[src/rtl/bin_to_bcd.sv]
// bin_to_bcd: sequential double-dabble binary to packed BCD converter.
//
// Each conversion takes one cycle per input bit and ends with a one-cycle
// DONE state. Values above the display range saturate to all nines.
//
// Ports:
//   i_clk       clock, all state changes on the rising edge
//   i_rst       synchronous reset, active low
//   i_bin       unsigned binary value, latched when a start is accepted
//   i_start     conversion request, only looked at in IDLE
//   o_bcd_data  registered packed BCD result, most significant digit on top
//   o_busy      high while shifting
//   o_done      one-cycle pulse when o_bcd_data has just been loaded
//   o_overflow  set when the last converted value saturated the display
//
// state   | meaning
// S_IDLE  | waiting for i_start; outputs hold
// S_SHIFT | one add-3 and shift step per cycle, BIN_WIDTH cycles in total
// S_DONE  | result just loaded, o_done high for this single cycle
module bin_to_bcd #(
   parameter int DISPLAYS_NUM = 4,
   parameter int BIN_WIDTH    = 14
) (
   input  logic                      i_clk,
   input  logic                      i_rst,
   input  logic [BIN_WIDTH-1:0]      i_bin,
   input  logic                      i_start,
   output logic [DISPLAYS_NUM*4-1:0] o_bcd_data,
   output logic                      o_busy,
   output logic                      o_done,
   output logic                      o_overflow
);

   // Decimal digits needed to hold 2^w - 1.
   function automatic int dec_digits(input int w);
      longint unsigned v;
      int              n;
      v = (64'd1 << w) - 64'd1;
      n = 1;
      while (v >= 64'd10) begin
         v = v / 64'd10;
         n = n + 1;
      end
      return n;
   endfunction

   localparam int ACC_DIGITS = dec_digits(BIN_WIDTH);
   localparam int ACC_W      = ACC_DIGITS * 4;
   localparam int OUT_W      = DISPLAYS_NUM * 4;
   // Room for both the accumulator and the display width, plus one spare
   // digit so the overflow shift below is always well defined.
   localparam int EXT_W      = ((ACC_W > OUT_W) ? ACC_W : OUT_W) + 4;
   localparam int CNT_W      = $clog2(BIN_WIDTH + 1);

   typedef enum logic [1:0] {
      S_IDLE  = 2'd0,
      S_SHIFT = 2'd1,
      S_DONE  = 2'd2
   } state_t;

   state_t                 state_q;
   logic [BIN_WIDTH-1:0]   sr_q;
   logic [ACC_W-1:0]       acc_q;
   logic [CNT_W-1:0]       cnt_q;

   logic [ACC_W-1:0]           acc_adj_d;
   logic [ACC_W+BIN_WIDTH-1:0] cat_d;
   logic [ACC_W-1:0]           acc_d;
   logic [BIN_WIDTH-1:0]       sr_d;
   logic [EXT_W-1:0]           ext_d;
   logic                       ovf_d;
   logic [OUT_W-1:0]           bcd_d;

   always_comb begin
      acc_adj_d = acc_q;
      for (int d = 0; d < ACC_DIGITS; d++) begin
         if (acc_q[d*4 +: 4] >= 4'd5)
            acc_adj_d[d*4 +: 4] = acc_q[d*4 +: 4] + 4'd3;
      end
      cat_d = {acc_adj_d, sr_q} << 1;
      acc_d = cat_d[ACC_W+BIN_WIDTH-1:BIN_WIDTH];
      sr_d  = cat_d[BIN_WIDTH-1:0];
      // The final accumulator is only known combinationally on the last
      // shift edge, so the result and overflow are taken from acc_d there.
      ext_d = EXT_W'(acc_d);
      ovf_d = |(ext_d >> OUT_W);
      bcd_d = ovf_d ? {DISPLAYS_NUM{4'h9}} : ext_d[OUT_W-1:0];
   end

   always_ff @(posedge i_clk) begin
      if (!i_rst) begin
         state_q    <= S_IDLE;
         sr_q       <= '0;
         acc_q      <= '0;
         cnt_q      <= '0;
         o_bcd_data <= '0;
         o_busy     <= 1'b0;
         o_done     <= 1'b0;
         o_overflow <= 1'b0;
      end else begin
         case (state_q)
            S_IDLE: begin
               if (i_start) begin
                  sr_q    <= i_bin;
                  acc_q   <= '0;
                  cnt_q   <= '0;
                  state_q <= S_SHIFT;
                  o_busy  <= 1'b1;
               end
            end
            S_SHIFT: begin
               acc_q <= acc_d;
               sr_q  <= sr_d;
               cnt_q <= cnt_q + 1'b1;
               if (cnt_q == CNT_W'(BIN_WIDTH - 1)) begin
                  state_q    <= S_DONE;
                  o_busy     <= 1'b0;
                  o_done     <= 1'b1;
                  o_bcd_data <= bcd_d;
                  o_overflow <= ovf_d;
               end
            end
            S_DONE: begin
               state_q <= S_IDLE;
               o_done  <= 1'b0;
            end
            default: begin
               state_q <= S_IDLE;
               o_busy  <= 1'b0;
               o_done  <= 1'b0;
            end
         endcase
      end
   end

endmodule

[config.mk]
export PLATFORM = sky130hd
export DESIGN_NAME = bin_to_bcd
export DESIGN_NICKNAME = d
export VERILOG_FILES = /design/src/rtl/bin_to_bcd.sv
export SDC_FILE = /design/constraint.sdc
export NUM_CORES = 1
export LEC_CHECK = 0
export BUFFER_PORTS_ARGS = -buffer_cell sky130_fd_sc_hd__buf_2
export CORE_MARGIN = 3
export CORE_UTILIZATION = 45
export CTS_CLUSTER_DIAMETER = 200
export CTS_CLUSTER_SIZE = 25
export DETAILED_ROUTE_END_ITERATION = 12
export GPL_TIMING_DRIVEN = 0
export SYNTH_ARGS = -nofsm -noshare
export SYNTH_HDL_FRONTEND = slang
export SYNTH_SLANG_ARGS = --single-unit
[constraint.sdc]
create_clock -name i_clk -period 5.5 [get_ports i_clk]
set_input_delay 0.55 -clock i_clk [delete_from_list [all_inputs] [get_ports i_clk]]
set_output_delay 0.55 -clock i_clk [all_outputs]
set_load 0.1 [all_outputs]
## Yosys cells after proc, flatten, opt, wreduce, memory -nomap -nowiden

Index checks and enable logic that the tools add are counted.

- Add/subtract/negate cells: 6
- $lt $le $gt $ge: 5
- Eq/ne operators: 5
- Multiplexer cells: 20
- Bitwise gates (word level): 2
- Reduce and logical (&&, ||, !) cells: 8

Operator list:

| kind | count |
|---|---|
| 20-bit case mux with 2 select lines | 1 |
| 14-bit case mux with 2 select lines | 1 |
| 4-bit by 3-bit greater-or-equal comparator with 1-bit output (second input constant) | 5 |
| 20-bit two-way mux | 1 |
| 4-bit two-way mux | 5 |
| 4-bit by 2-bit adder with 4-bit output (second input constant) | 4 |
| 16-bit two-way mux | 1 |
| 14-bit two-way mux | 1 |
| 4-bit case mux with 2 select lines | 1 |
| 2-bit AND reduction | 4 |
| 4-bit by 1-bit adder with 4-bit output (second input constant) | 1 |
| 4-bit == test (second input constant) | 1 |
| 2-bit two-way mux | 2 |
| 2-bit != test (second input constant) | 2 |
| 2-bit case mux with 2 select lines | 1 |
| 4-bit OR reduction | 1 |
| 3-bit by 2-bit adder with 3-bit output (second input constant) | 1 |
| 1-bit two-way mux | 3 |
| 3-bit two-way mux | 1 |
| 1-bit case mux with 3 select lines | 1 |
| 3-bit AND reduction | 1 |
| 2-bit by 1-bit == test with 1-bit output (second input constant) | 1 |
| 2-bit == test (second input constant) | 1 |
| 2-bit zero test | 1 |
| 3 further kinds | 4 |

- Flip-flop bits (word level): 59
- Input port bits: 17
- Output and inout port bits: 19
- Word-level logic and storage cells: 54

## Logic depth before layout (Yosys ltp)

- Word-level depth: 4
- Mapped depth: 8
- Mapped depth without buffers: 7

## Worst setup path after synthesis

No wires, ideal clock.

- Path kind: flip-flop to flip-flop
- Start point: register acc_q[17]
- End point: register o_bcd_data[5]
- Setup time: 0.063 ns
- Arrival time: 1.760 ns
- Data required time: 5.437 ns
- Slack: 3.677 ns
- Stages on the path, launching flop included: 9
- Buffers on the path: 1
- Clock period less this slack: 1.823 ns
- Cells stage by stage: dfxtp_1 inv_1 ha_1 nand2b_2 a2111oi_4 o2111a_2 buf_6 a22oi_2 nor2b_2

- Longest elaborated chain between the ends: 4
- Elaborated cells between the ends (all ways): 5
- Those cells by class: add/sub: 1; order compare: 1; mux: 2; reduce/logical: 1

Ends and longest elaborated chain:

| what | RTL line | source |
|---|---|---|
| start: declaration | 63 | `logic [ACC_W-1:0] acc_q;` |
| start signal: assignment | 94 | `acc_q <= '0;` |
| start signal: assignment | 105 | `acc_q <= '0;` |
| start signal: assignment | 112 | `acc_q <= acc_d;` |
| 4-bit by 3-bit greater-or-equal comparator with 1-bit output or 3-bit by 2-bit adder with 3-bit output (tied branches) | 77, 78 |  |
| 3-bit two-way mux * | 77 | `if (acc_q[d*4 +: 4] >= 4'd5)` |
| 4-bit OR reduction * | 86 | `ovf_d = \|(ext_d >> OUT_W);` |
| 16-bit two-way mux * | 87 | `bcd_d = ovf_d ? {DISPLAYS_NUM{4'h9}} : ext_d[OUT_W-1:0];` |
| end signal: assignment | 96 | `o_bcd_data <= '0;` |
| end signal: assignment | 119 | `o_bcd_data <= bcd_d;` |
| end: declaration | 28 | `output logic [DISPLAYS_NUM*4-1:0] o_bcd_data,` |

Mark *: on every way between the ends. The rest lies on a longest branch, timed or not.
A chain may end at the register's enable or synchronous reset.

## Worst setup path after layout

- Start point: register acc_q[17]
- End point: register o_bcd_data[0]

The elaborated chain is that of the path after synthesis.

==> impl_metrics.toml <==
[sta]
period_share = 0.404
slew_viol_final = 0
worstMarginPinSlew_ns = 0.721
max_slew_margin = 0.518
rsz0062_at_grt = "false"
max_freq_mhz = 450
finalSetupViolations = 0
finalCriticalPeriod_ns = 2.22
finalSetupTns_ns = 0
finClkSkew_ns = 0.00786
hold_viol = 0

[global_routing]
grt_overflow = 0
grt_pass1_wl_um = 10600
grtUsageTotal = 0.192
grt_pass1_vias = 2122
grt_start_max_net_pins = 12
antenna_found_initial = 0

[logic_synthesis]
synth_area_leader_cell = "dfxtp_1"
synth-seq-cells = 59
netlist_area_mm2 = 0.00269
synth.net_count = 339
synth_edf_count = 0
synth_top_flop_cell = "dfxtp_1"
yosys_warnings = 0
synth.avg_cell_area_um2 = 8.66
ys_top_cells_by_count = "dfxtp_1, o21ai_0, a21oi_1, nand2_1, nor2_1"
synth_top_area_frac = 0.440
synth.distinct_cells = 38
seq_area_frac_synth = 0.440
synth_area_leaders = "dfxtp_1, o21ai_0, a21oi_1, ha_1, nand2_1"
yosysMostFrequentCell = "dfxtp_1"
syn_inst = 310
async_reset_ff_frac = 0

[cells_and_area]
ff_latch_area_mm2 = 0.00118
multi_input_area_mm2 = 0.00138
areaGrowthSynthToFinish_pct = 17.1
drive_gt1_frac = 0.197
antenna_cells = 0
nFillCells = 552
nets = 385

[status]
status = "complete, no violations"

[power_and_ir_drop]
ir_drop_mv = 0.179
power.total_w = 0.000884
pwr-share-clk = 0.434
combinationalPowerShare = 0.063
seq_power_share = 0.503
swShare = 0.248
power.internal_w = 0.000664
p_leak_nw = 1.24
powerDensity_mw_per_mm2 = 281
p_sw_w = 0.000219

[clock_network]
post_cts_buffers = 0
cts-root-buf = "clkbuf_8"
cts_tree = "built"
cts.sinks = 59
clk_pin_slew_ns = 0.07
htree_levels = 3
clockBufferDepth = 2
cts_resized = 0
cts_inserted_buffers = 9
insertion_delay_ns = 0.34
cts-hold-fix-buffers = 0

[floorplan]
die-area_mm2 = 0.00693
core.rowCount = 27
fp.dieW_um = 83.2
core_mm2 = 0.00564
initial_core_util = 0.476
pin_count = 36
die_h_um = 83.2

[worst_setup_path]
path_class = "flop to flop"
cp-start-kind = "flop"
cp.required_ns = 5.73
endpoint_kind = "flop"
cp_data_arrival_time_ns = 2.45
crit_fanout = 5

[drt]
ant_nets = 0
dr.first_iter.drc_count = 86
vias = 2302
wl_um = 6330
avgRoutedWirePerCell_um = 14.6
dr.pass1.iters = 4
drc = 0
viasPerCell = 5.32

[worst_hold_path]
hold_path.class = "primary input to flop"

[placement]
gp_congestion = 0.765
portBuffers = 35
dpl.hpwl_um = 4420

[flow_run]
drv_cap = 0
[kinds of logic (layout without fill, tap and decap cells)]
| logic type | Yosys count | count (layout) | synth area share |
|---|---|---|---|
| muxes | 5 | 5 | 0.0205 |
| and+or+nand+nor | 87 | 87 | 0.160 |
| AOI/OAI and AO/OA | 113 | 113 | 0.262 |
| buffers and inverters | 29 | 80 | 0.0447 |
| DFF | 59 | 59 | 0.440 |
| adders and majority gates | 12 | 12 | 0.0559 |
| xor gates and xnor gates | 5 | 5 | 0.0163 |
[cell type report]
| cell class | instances | area share |
|---|---|---|
| inverters | 16 | 0.0191 |
| flip-flops and latches | 59 | 0.376 |
| clock buffers | 9 | 0.0394 |
| plain buffers | 13 | 0.0191 |
| repair buffers | 35 | 0.0557 |
| multi-input cells | 222 | 0.440 |
| clock inverters | 7 | 0.0219 |
| well taps | 72 | 0.0287 |
[metrics by stage]
step           cells  setup slack, ns  area, µm²   util  hold slack (ns)
5_1_grt          433             3.06       3140  0.557            0.423
4_1_cts          433             3.25       3140  0.557            0.391
3_5_place_dp     417             3.26       2950  0.523            0.466
6_report         433             3.28       3140  0.557            0.408
2_1_floorplan    310             3.68       2690      -            0.447
3_3_place_gp     417             3.33       2950  0.523            0.464
[critical path, cell delays in order (launching register included)]
cell and delay [ns]:
dfxtp_1 0.44, inv_1 0.10, ha_1 0.20, nand2b_2 0.20, a2111oi_4 0.39, o2111ai_1 0.41
o221a_2 0.37
[placed cells by master (no fill, tap or decap), types with 5 or more instances in the layout]
| cell type | instances |
|---|---|
| dfxtp_1 | 59 |
| o21ai_0 | 51 |
| buf_2 | 38 |
| a21oi_1 | 33 |
| nand2_1 | 32 |
| nor2_1 | 19 |
| inv_1 | 16 |
| ha_1 | 12 |
| clkbuf_1 | 9 |
| clkbuf_8 | 9 |
| and2_1 | 8 |
| nor3b_1 | 7 |
| a22o_1 | 6 |
| nand2b_1 | 5 |
| xnor2_1 | 5 |
[registers in the layout, summed over array words and instances, names as in the netlist]
register    cells
acc_q          20
o_bcd_data     16
sr_q           14
cnt_q           4
state_q         2
o_busy          1
o_done          1
o_overflow      1
[worst paths after layout]
path	end	cells after the start	slack, ns	from
worst max-delay path	o_bcd_data[0]	6	3.28	acc_q[17]
worst min-delay path	sr_q[1]	3	0.41	i_bin[1]
worst max register to register	o_bcd_data[0]	6	3.28	acc_q[17]
worst min register to register	o_done	2	0.47	o_done
[metal layers]
metal,GRT usage,part of all wire,vias up
li1,-,-,1182
met4,0.0520,0.011,0
met1,0.254,0.49,1076
met3,0.0685,0.042,9
met2,0.297,0.46,35
met5,0,0,-
[power groups by stage]
stage / clock [W] / sequential, W / combinational [W]
6_report: 0.000383 / 0.000445 / 0.0000558
5_1_grt: 0.000414 / 0.000446 / 0.0000635
4_1_cts: 0.000397 / 0.000444 / 0.0000562
3_5_place_dp: 0 / 0.000454 / 0.0000558
3_3_place_gp: 0 / 0.000454 / 0.0000555
2_1_floorplan: 0 / 0.000457 / 0.0000323
Note: power is estimated with default switching activity, not from simulation.
